$ cat src/rtl/uart_rx_pkg.sv
// uart_pkg: shared definitions for the UART receive path.
//   uart_state_t    - receiver FSM states
//   UART_DATA_BITS  - data bits per frame
//   UART_IDLE_LEVEL - line level while idle (also the synchronizer reset value)
package uart_pkg;

  localparam int unsigned UART_DATA_BITS  = 8;
  localparam logic        UART_IDLE_LEVEL = 1'b1;

  typedef enum logic [2:0] {
    IDLE,
    START,
    DATA,
    PARITY,
    STOP,
    DONE,
    ERR,
    BREAK
  } uart_state_t;

endpackage

$ cat src/rtl/uart_rx_sync.sv
// uart_rx_sync: two-flop synchronizer for an asynchronous input pin.
// Ports:
//   clk   - clock
//   reset - synchronous, active-high; both flops load RESET_VALUE
//   d     - asynchronous input
//   q     - synchronized output (two clk cycles of latency)
module uart_rx_sync
  import uart_pkg::*;
#(
  parameter logic RESET_VALUE = UART_IDLE_LEVEL
) (
  input  logic clk,
  input  logic reset,
  input  logic d,
  output logic q
);

  logic meta;

  always_ff @(posedge clk) begin
    if (reset) begin
      meta <= RESET_VALUE;
      q    <= RESET_VALUE;
    end else begin
      meta <= d;
      q    <= meta;
    end
  end

endmodule

$ cat src/rtl/uart_rx.sv
// uart_rx: oversampling 8N1 UART receiver.
// Ports:
//   clk        - clock, all logic on posedge
//   reset      - synchronous, active-high
//   rx         - asynchronous serial line, idles high
//   data_out   - last correctly received byte
//   rx_done    - one-cycle pulse when data_out is updated
//   frame_err  - one-cycle pulse when the stop bit is sampled low
//   parity_err - one-cycle pulse on parity mismatch (constant 0 unless built
//                with UART_RX_PARITY_EN)
//   busy       - high whenever the receiver is not idle
// Build option: define UART_RX_PARITY_EN to expect a parity bit between the
// data and stop bits (even parity, or odd when PARITY_ODD=1).
module uart_rx
  import uart_pkg::*;
#(
  parameter int unsigned CLKS_PER_BIT = 16,
  parameter bit          PARITY_ODD   = 1'b0
) (
  input  logic                      clk,
  input  logic                      reset,
  input  logic                      rx,
  output logic [UART_DATA_BITS-1:0] data_out,
  output logic                      rx_done,
  output logic                      frame_err,
  output logic                      parity_err,
  output logic                      busy
);

  localparam int unsigned CW = (CLKS_PER_BIT > 1) ? $clog2(CLKS_PER_BIT) : 1;
  // Counter terminal values: the start bit is sampled half a bit in, every
  // later bit a full bit after the previous sample (i.e. mid-bit).
  localparam logic [CW-1:0] HALF_M1  = CW'(CLKS_PER_BIT / 2 - 1);
  localparam logic [CW-1:0] FULL_M1  = CW'(CLKS_PER_BIT - 1);
  localparam logic [2:0]    LAST_BIT = 3'(UART_DATA_BITS - 1);

  uart_state_t               state;
  logic [CW-1:0]             cnt;
  logic [2:0]                bit_idx;
  logic [UART_DATA_BITS-1:0] shreg;
  logic                      rx_s;

  uart_rx_sync #(
    .RESET_VALUE(UART_IDLE_LEVEL)
  ) u_sync (
    .clk  (clk),
    .reset(reset),
    .d    (rx),
    .q    (rx_s)
  );

`ifdef UART_RX_PARITY_EN
  logic par_bit;
  logic par_bad;
  assign par_bad = par_bit != ((^shreg) ^ PARITY_ODD);
`else
  logic unused_parity_cfg;
  assign unused_parity_cfg = PARITY_ODD;
  assign parity_err        = 1'b0;
`endif

  always_ff @(posedge clk) begin
    if (reset) begin
      state     <= IDLE;
      cnt       <= '0;
      bit_idx   <= '0;
      shreg     <= '0;
      data_out  <= '0;
      rx_done   <= 1'b0;
      frame_err <= 1'b0;
      busy      <= 1'b0;
`ifdef UART_RX_PARITY_EN
      par_bit    <= 1'b0;
      parity_err <= 1'b0;
`endif
    end else begin
      rx_done   <= 1'b0;
      frame_err <= 1'b0;
`ifdef UART_RX_PARITY_EN
      parity_err <= 1'b0;
`endif
      case (state)
        IDLE: begin
          if (rx_s != UART_IDLE_LEVEL) begin
            state <= START;
            cnt   <= '0;
            busy  <= 1'b1;
          end
        end

        START: begin
          if (cnt == HALF_M1) begin
            cnt <= '0;
            if (rx_s == UART_IDLE_LEVEL) begin
              state <= IDLE;
              busy  <= 1'b0;
            end else begin
              state   <= DATA;
              bit_idx <= '0;
            end
          end else begin
            cnt <= cnt + 1'b1;
          end
        end

        DATA: begin
          if (cnt == FULL_M1) begin
            cnt   <= '0;
            shreg <= {rx_s, shreg[UART_DATA_BITS-1:1]};
            if (bit_idx == LAST_BIT) begin
`ifdef UART_RX_PARITY_EN
              state <= PARITY;
`else
              state <= STOP;
`endif
            end else begin
              bit_idx <= bit_idx + 1'b1;
            end
          end else begin
            cnt <= cnt + 1'b1;
          end
        end

`ifdef UART_RX_PARITY_EN
        PARITY: begin
          if (cnt == FULL_M1) begin
            cnt     <= '0;
            par_bit <= rx_s;
            state   <= STOP;
          end else begin
            cnt <= cnt + 1'b1;
          end
        end
`endif

        // Pulses are registered on the transition so they are high during
        // the one-cycle DONE/ERR slot that follows the stop sample.
        STOP: begin
          if (cnt == FULL_M1) begin
            cnt <= '0;
            if (rx_s == UART_IDLE_LEVEL) begin
              state <= DONE;
`ifdef UART_RX_PARITY_EN
              if (par_bad) begin
                parity_err <= 1'b1;
              end else begin
                rx_done  <= 1'b1;
                data_out <= shreg;
              end
`else
              rx_done  <= 1'b1;
              data_out <= shreg;
`endif
            end else begin
              state     <= ERR;
              frame_err <= 1'b1;
            end
          end else begin
            cnt <= cnt + 1'b1;
          end
        end

        DONE: begin
          state <= IDLE;
          busy  <= 1'b0;
        end

        ERR: begin
          state <= BREAK;
        end

        // A held-low line stays here, so a break yields a single frame_err.
        BREAK: begin
          if (rx_s == UART_IDLE_LEVEL) begin
            state <= IDLE;
            busy  <= 1'b0;
          end
        end

        default: begin
          state <= IDLE;
          busy  <= 1'b0;
        end
      endcase
    end
  end

endmodule
$ cat config.mk
export PLATFORM = sky130hd
export DESIGN_NAME = uart_rx
export DESIGN_NICKNAME = d
export VERILOG_FILES = /design/src/rtl/uart_rx_pkg.sv /design/src/rtl/uart_rx_sync.sv /design/src/rtl/uart_rx.sv
export SDC_FILE = /design/constraint.sdc
export NUM_CORES = 1
export LEC_CHECK = 0
export BUFFER_PORTS_ARGS = -buffer_cell sky130_fd_sc_hd__buf_2
export CAP_MARGIN = 40
export CELL_PAD_IN_SITES_DETAIL_PLACEMENT = 1
export CELL_PAD_IN_SITES_GLOBAL_PLACEMENT = 1
export CORE_UTILIZATION = 44
export DETAILED_ROUTE_END_ITERATION = 6
export PLACE_DENSITY_LB_ADDON = 0.15
export SKIP_CTS_REPAIR_TIMING = 1
export SLEW_MARGIN = 20
export SYNTH_ARGS = -nofsm -noshare
export SYNTH_HDL_FRONTEND = slang
export SYNTH_SLANG_ARGS = --single-unit
$ cat constraint.sdc
create_clock -name clk -period 2.17 [get_ports clk]
set_input_delay 0.3255 -clock clk [delete_from_list [all_inputs] [get_ports clk]]
set_output_delay 0.3255 -clock clk [all_outputs]
set_load 0.01 [all_outputs]
## Word level (Yosys, flattened, before mapping)

Index checks and enable logic that the tools add are counted.

| word-level totals | value |
|---|---|
| input port bits | 3 |
| flip-flop bits (word level) | 31 |
| word-level logic and storage cells | 67 |
| output and inout port bits | 12 |

| cells by class | value |
|---|---|
| add/sub/neg operators | 2 |
| bitwise logic cells | 3 |
| equal/unequal tests | 16 |
| reductions and logical operators | 12 |
| mux-type cells | 24 |

Operators with widths:

| operator | count |
|---|---|
| 3-bit 2-to-1 mux | 10 |
| 3-bit case mux with 6 select lines | 1 |
| 2-bit != test (second input constant) | 7 |
| 3-bit == test (second input constant) | 4 |
| 4-bit 2-to-1 mux | 3 |
| 4-bit case mux with 3 select lines | 1 |
| 3-bit case mux with 2 select lines | 1 |
| 3-bit AND reduction | 2 |
| 6-bit AND reduction | 1 |
| 3-bit OR reduction | 2 |
| 1-bit 2-to-1 mux | 5 |
| 5-bit AND reduction | 1 |
| 4-bit by 1-bit adder with 4-bit output (second input constant) | 1 |
| 4-bit by 3-bit == test with 1-bit output (second input constant) | 1 |
| 4-bit == test (second input constant) | 1 |
| 2-bit 2-to-1 mux | 2 |
| 1-bit case mux with 4 select lines | 1 |
| 2-bit AND reduction | 2 |
| 3-bit by 1-bit adder with 3-bit output (second input constant) | 1 |
| 3-bit by 1-bit == test with 1-bit output (second input constant) | 1 |
| 3-bit by 2-bit == test with 1-bit output (second input constant) | 1 |
| 3-bit logical NOT | 1 |
| 1-bit inverter | 3 |
| 3-bit nonzero test | 1 |
| 3 further kinds | 3 |

## Depth between registers and ports, before layout

Gate-level depths: netlist (run 1).

| depth | value |
|---|---|
| depth after elaboration | 4 |
| depth in mapped cells | 7 |
| depth with buffers taken out | 6 |

## Cells and area by module

A second synthesis (run 1) with hierarchy kept.

| second synthesis, totals | value |
|---|---|
| cell total of the unflattened synthesis | 145 |
| area, all modules | 1392.6 um2 |

By module, submodules not included:

| module | seq. area each (um2) | instances | cells each | area each (um2) |
|---|---|---|---|---|
| uart_rx | 580.6 | 1 | 141 | 1340.0 |
| uart_rx_sync | 40.0 | 1 | 4 | 52.6 |

## Worst setup path after synthesis (run 1)

OpenSTA, ideal clock, no wires.

| timing | value |
|---|---|
| path type | register to register |
| start | register bit_idx[0] |
| end | register bit_idx[0] |
| arrival | 1568 ps |
| data required time | 2099 ps |
| clock period less this slack | 1639 ps |
| slack | 531 ps |
| setup time | 71 ps |
| stages on the path, launching flop included | 7 |
| buffers on the path | 0 |
| path through | dfxtp_1 -> ha_1 -> ha_1 -> and4bb_1 -> o2111ai_1 -> or3_1 -> a21oi_1 |

| on the way | value |
|---|---|
| word-level cells in the longest chain between the ends | 4 |
| elaborated cells between the ends (all ways) | 7 |
| classes of those cells | 1 x add/sub; 2 x eq/ne; 3 x mux; 1 x reduce/logical |

RTL lines:

| item | RTL line | text |
|---|---|---|
| start: declaration | uart_rx.sv:39 | `logic [2:0] bit_idx;` |
| start signal: assignment | uart_rx.sv:117 | `bit_idx <= bit_idx + 1'b1;` |
| 3-bit by 1-bit adder with 3-bit output | uart_rx.sv:117 |  |
| 3-bit 2-to-1 mux | uart_rx.sv:110 | `if (bit_idx == LAST_BIT) begin` |
| 3-bit 2-to-1 mux | uart_rx.sv:107 | `if (cnt == FULL_M1) begin` |
| 3-bit case mux with 2 select lines | uart_rx.sv:82 | `case (state)` |

Parallel ways exist; a longest one is shown, timed or not. The select of a mux whose other input is x is not followed.
A chain may end at the register's enable or synchronous reset.

## Worst setup path in the final report (run 1)

| timing | value |
|---|---|
| start | register state[0] |
| end | register state[0] |

| on the way | value |
|---|---|
| word-level cells in the longest chain between the ends | 3 |
| elaborated cells between the ends (all ways) | 14 |
| classes of those cells | 11 x eq/ne; 1 x mux; 2 x reduce/logical |

RTL lines:

| item | RTL line | text |
|---|---|---|
| start: declaration | uart_rx.sv:37 | `uart_state_t state;` |
| start signal: assignment | uart_rx.sv:64 | `state <= IDLE;` |
| start signal: assignment | uart_rx.sv:85 | `state <= START;` |
| start signal: assignment | uart_rx.sv:95 | `state <= IDLE;` |
| 3-bit == test, or another cell as far along | uart_rx.sv:82 |  |
| 2-bit by 1-bit != test with 1-bit output (no line) / 2-bit != test (equally long branches) | -- |  |
| 6-bit AND reduction (no line) | -- |  |

Parallel ways exist; a longest one is shown, timed or not.

==> impl_metrics.tcl, run 1 <==
set metrics [dict create \
    status "completed" \
    syn_inst 155 \
    synth.most_common_cell "dfxtp_1" \
    wl_um 3050 \
    syn_to_final_growth_pct 7.00 \
    path_max_fanout 14 \
    finalCritPeriodShare_pct 85.5 \
    coreArea_um2 3130 \
    skew_ns 0.00525 \
    finalPower_mw 0.977 \
    syn_avg_cell_area_um2 9.57 \
    nets 173 \
    synth-seq-cells 31 \
    path_cells "inv_1 -> a21oi_1 -> o22ai_1 -> a221oi_1" \
    arrival_ns 2.10 \
    ys_types 50 \
    hold_viol 0 \
    grt-ovfl-total 0 \
    io_pins 15 \
    grt_pass1_wl_um 5090 \
    ir_worst_vdd_mv 0.330 \
    cts_inserted_buffers 5 \
    setup_viol 0 \
    r2r-start "state[0]" \
    cts_buffer_depth 2 \
    cp-end-kind "flop" \
    gp_congestion 0.879 \
    portBuffers 13 \
    die_h_um 60.1 \
    worst_pin_slew_ns 0.552 \
    final.setup.worst_slack_ns 0.315 \
    required_ns 2.42 \
    synth_nets 161 \
    synth_area_um2 1480 \
    cts_tree "built" \
    cts_sinks 31 \
    p_leak_nw 0.666 \
    yosysSeqAreaShare_pct 41.8 \
    grt_antenna_before_repair 0 \
    max_stage_delay_ns 0.65 \
    synth_edf_count 0 \
    die_w_um 60.1 \
    layout-drive-gt1-share_pct 19.9 \
    ctsRootBufferMaster "clkbuf_4" \
    async_flop_share_pct 0 \
    setup-tns-final_ns 0 \
    max_slew_margin_pct 63.2 \
    vias_per_cell 5.53 \
    crit_slowest_cell "dfxtp_1" \
    diodes 0 \
    wl_per_cell_um 14.5 \
    place_hpwl_um 2130 \
    ff2ff_path_depth 4 \
    min_from "rx" \
    drcViolationCount 0 \
    clock_latency_ns 0.33 \
    synthFlopType "dfxtp_1" \
    synthTopCellsByArea "dfxtp_1 (42%), mux2i_1 (11%), nor2_1 (5.1%)" \
    pre_cts_ws_ns 0.332 \
    grt_pass1_vias 1090 \
    yosysTopAreaCell "dfxtp_1" \
    dieArea_um2 3610 \
    fin_crit_ns 1.85 \
    grtUsageTotal_pct 19.6 \
    fmax_mhz 539 \
    start_util_pct 47.4 \
    clk_pin_slew_ns 0.09 \
    cp-start-kind "flop" \
    rsz0062_at_grt "false" \
    max_cap_violations 0 \
    pwr_density_cell_nw_per_um2 615 \
    crit_type "reg2reg" \
    drt_iter0_markers 38 \
    rrSetupSlack_ns 0.32 \
    grt_max_degree 32 \
    hold_end "u_sync.meta" \
    ys_warn_count 0 \
    rows 20 \
    timing.rr.end "state[0]" \
    hp-class "in2reg" \
    yosys.area.top_type_share_pct 41.8 \
    htree_levels 2 \
    drv_slew 0 \
    ant_nets 0 \
    holdPathStages 2 \
    synth_common_cells "dfxtp_1 (31), nor2_1 (20), mux2i_1 (16)" \
    vias 1161 \
    dr.pass1.iters 4 \
]
[metal layers]
| metal | track usage [%] | part of all wire [%] |
|---|---|---|
| met5 | 0 | 0 |
| met1 | 25.6 | 48 |
| met3 | 5.84 | 3.5 |
| met4 | 9.97 | 2.0 |
| met2 | 29.0 | 47 |
[logic make-up (layout without fill, tap and decap cells)]
group	after synthesis	after routing	synth area share, %
AO/OA/AOI/OAI	27	27	12.7
XOR/XNOR	1	1	0.590
adder cells (fa/ha/maj)	3	3	2.53
buffers and inverters	14	25	5.90
flip-flops	31	31	41.8
multiplexers	16	16	10.8
other	1	1	0.253
AND/OR/NAND/NOR	62	62	25.4
[worst max path at each step]
stage	end	slack (ns)	startpoint
final	state[0]	0.32	state[0]
after global placement	bit_idx[0]	0.41	bit_idx[0]
after CTS	state[0]	0.31	state[0]
after detailed placement	bit_idx[0]	0.33	bit_idx[0]
after floorplan	bit_idx[0]	0.53	bit_idx[0]
after global routing	state[0]	0.11	state[0]
[sequential cells by signal, summed over array words and instances, names as in the netlist]
register,flops
u_sync.meta,1
u_sync.q,1
cnt,4
shreg,8
busy,1
data_out,8
frame_err,1
state,3
bit_idx,3
rx_done,1
[worst max-delay path: cells and delay by family, from the launching register on]
kind | cells | cell delay, ns
AO/OA/AOI/OAI | 3 | 0.89
flip-flops | 1 | 0.65
buffers and inverters | 1 | 0.23
[power breakdown]
| group | total, mW | switching, mW | internal [mW] |
|---|---|---|---|
| combinational | 0.0803 | 0.0470 | 0.0334 |
| sequential | 0.596 | 0.0176 | 0.578 |
| clock | 0.301 | 0.186 | 0.115 |
[stage by stage]
stage / hold slack, ns / area, µm² / cells / utilization [%]
after global placement: 0.393 / 1550 / 204 / 49.4
after global routing: 0.169 / 1590 / 210 / 50.8
after floorplan: 0.389 / 1480 / 155 / -
final: 0.175 / 1590 / 210 / 50.8
after detailed placement: 0.399 / 1550 / 204 / 49.4
after CTS: 0.164 / 1590 / 210 / 50.8
[cells in the final DEF, fill, tap and decap left out, types with 3 or more instances in the layout]
cell type,instances
buf_2,13
or3_1,3
dfxtp_1,31
ha_1,3
clkbuf_4,5
nand2_1,10
mux2i_1,16
nor2_1,20
nor3_1,3
inv_1,3
a21oi_1,10
[area by class of cell]
type	count	area, µm²
inverters	4	15.0
fillers	378	1540
clock buffers	6	41.3
flip-flops and latches	31	621
well taps	44	55.1
multi-input cells	110	776
repair buffers	15	80.1
Power figures use the tool's default switching activity.
==> inputs of run 2 (changes only) <==
Settings changed: GPL_TIMING_DRIVEN set to 0.
==> run 2 against run 1 <==
Effect of this change: clock skew is 0.010 ns higher; setup slack worse by 0.10 ns; die area stayed put; clock power is 90% higher; register-to-register slack lost 0.10 ns; routed wire length is 13% higher; via count grew 3.4%; first-iteration DRC count is 18% lower; count of clock-buffer cells in the layout stayed put; non-clock buffer count increased by 8; critical path depth grew 2; final area increased by 7.4%; largest power group unchanged.
==> impl_metrics.tcl, run 2 (synthesized netlist as in run 1, its figures left out) <==
set metrics [dict create \
    cp-start-kind "flop" \
    htree_levels 2 \
    multi_input_area_um2 776 \
    grt_pass1_vias 1212 \
    pre_cts_ws_ns 0.212 \
    grt_antenna_before_repair 0 \
    required_ns 2.45 \
    fin_crit_ns 1.96 \
    cts_sinks 31 \
    p_leak_nw 0.722 \
    rrSetupSlack_ns 0.21 \
    mostFrequentLayoutCells "dfxtp_1 (31), nor2_1 (20), mux2i_1 (16)" \
    finalPower_mw 1.26 \
    final-seq-area_um2 621 \
    die_w_um 60.1 \
    hold_viol 0 \
    hp-class "in2reg" \
    r2r-start "bit_idx[0]" \
    ir_worst_vdd_mv 0.506 \
    cp-end-kind "flop" \
    worst_pin_slew_ns 0.540 \
    p_int_mw 0.980 \
    grtUsageTotal_pct 22.4 \
    sw_frac_of_total_pct 22.4 \
    timing.rr.end "bit_idx[0]" \
    layout-drive-gt1-share_pct 22.2 \
    io_pins 15 \
    dieArea_um2 3610 \
    postLayoutCellArea_um2 1710 \
    grt-ovfl-total 0 \
    setup-tns-final_ns 0 \
    max_cap_violations 0 \
    p_comb_share_pct 8.3 \
    min_from "rx" \
    gp_congestion 0.796 \
    crit_type "reg2reg" \
    p_clk_share_pct 45.3 \
    cts_inserted_buffers 5 \
    setup_viol 0 \
    die_h_um 60.1 \
    path_max_fanout 6 \
    grt_max_degree 11 \
    arrival_ns 2.24 \
    ctsRootBufferMaster "clkbuf_4" \
    place_hpwl_um 2390 \
    clk_pin_slew_ns 0.11 \
    cts_buffer_depth 2 \
    start_util_pct 47.4 \
    layout_commonest_cell "dfxtp_1" \
    placed_area_um2 1600 \
    fin_hold_ws_ns 0.175 \
    p_switching_mw 0.283 \
    largest_registers "data_out (8), shreg (8), cnt (4)" \
    syn_to_final_growth_pct 14.9 \
    status "completed" \
    finalCritPeriodShare_pct 90.2 \
    fill_cells 390 \
    rsz0062_at_grt "false" \
    clock_latency_ns 0.35 \
    final.setup.worst_slack_ns 0.212 \
    vias 1200 \
    dr.pass1.iters 4 \
    wl_per_cell_um 15.7 \
    hold_end "u_sync.meta" \
    pwr_density_cell_nw_per_um2 741 \
    ant_nets 0 \
    post-route-util_pct 54.5 \
    fmax_mhz 511 \
    wl_um 3450 \
    rows 20 \
    vias_per_cell 5.45 \
    portBuffers 13 \
    ff2ff_path_depth 6 \
    cts_tree "built" \
    diodes 0 \
    drv_slew 0 \
    nets 181 \
    drt_iter0_markers 31 \
    skew_ns 0.0155 \
    grt_pass1_wl_um 5710 \
    drcViolationCount 0 \
    place_inst 212 \
    max_slew_margin_pct 64.0 \
    p_seq_share_pct 46.4 \
    holdPathStages 2 \
    layout.cells.non_filler 220 \
    coreArea_um2 3130 \
]
[run 2: cell types whose count changed in the layout (fill, tap and decap cells not counted), sizes merged]
cell,before,now
bufinv,0,2
buf,15,19
clkbuf,6,10
[run 2: layout make-up]
cell class | instances | area share (%)
Multi-Input combinational cell | 110 | 45.5
Sequential cell | 31 | 36.4
Buffer | 10 | 4.26
Timing Repair Buffer | 13 | 3.82
Clock inverter | 2 | 3.52
Tap cell | 44 | 3.23
Clock buffer | 6 | 2.42
Inverter | 4 | 0.880
[run 2: worst max-delay path: stages (launching register included)]
cell and delay [ns]:
dfxtp_1 0.35, ha_1 0.20, ha_1 0.21, and4bb_1 0.28, o2111ai_1 0.28, or3_1 0.41, a21oi_1 0.15
[run 2: how the worst max path moves through the flow]
| stage | slack, ns | start | end |
|---|---|---|---|
| CTS | 0.18 | bit_idx[0] | bit_idx[0] |
| finish | 0.21 | bit_idx[0] | bit_idx[0] |
| global route | 0.1 | bit_idx[0] | bit_idx[0] |
| floorplan | 0.53 | bit_idx[0] | bit_idx[0] |
| detailed placement | 0.21 | bit_idx[0] | bit_idx[0] |
| global placement | 0.32 | bit_idx[0] | bit_idx[0] |
[run 2: power by group through the flow]
| stage | combinational, mW | clock, mW | sequential (mW) |
|---|---|---|---|
| after global routing | 0.115 | 0.610 | 0.588 |
| final | 0.105 | 0.572 | 0.586 |
| after detailed placement | 0.104 | 0 | 0.599 |
| after global placement | 0.100 | 0 | 0.599 |
| after floorplan | 0.0776 | 0 | 0.599 |
| after CTS | 0.106 | 0.588 | 0.586 |
[run 2: routing by layer]
metal	GRT usage, %	vias to the layer above	routed length [µm]
li1	-	591	-
met1	27.5	588	1660
met2	37.3	14	1650
met3	5.19	7	76
met4	9.97	0	62
met5	0	-	0
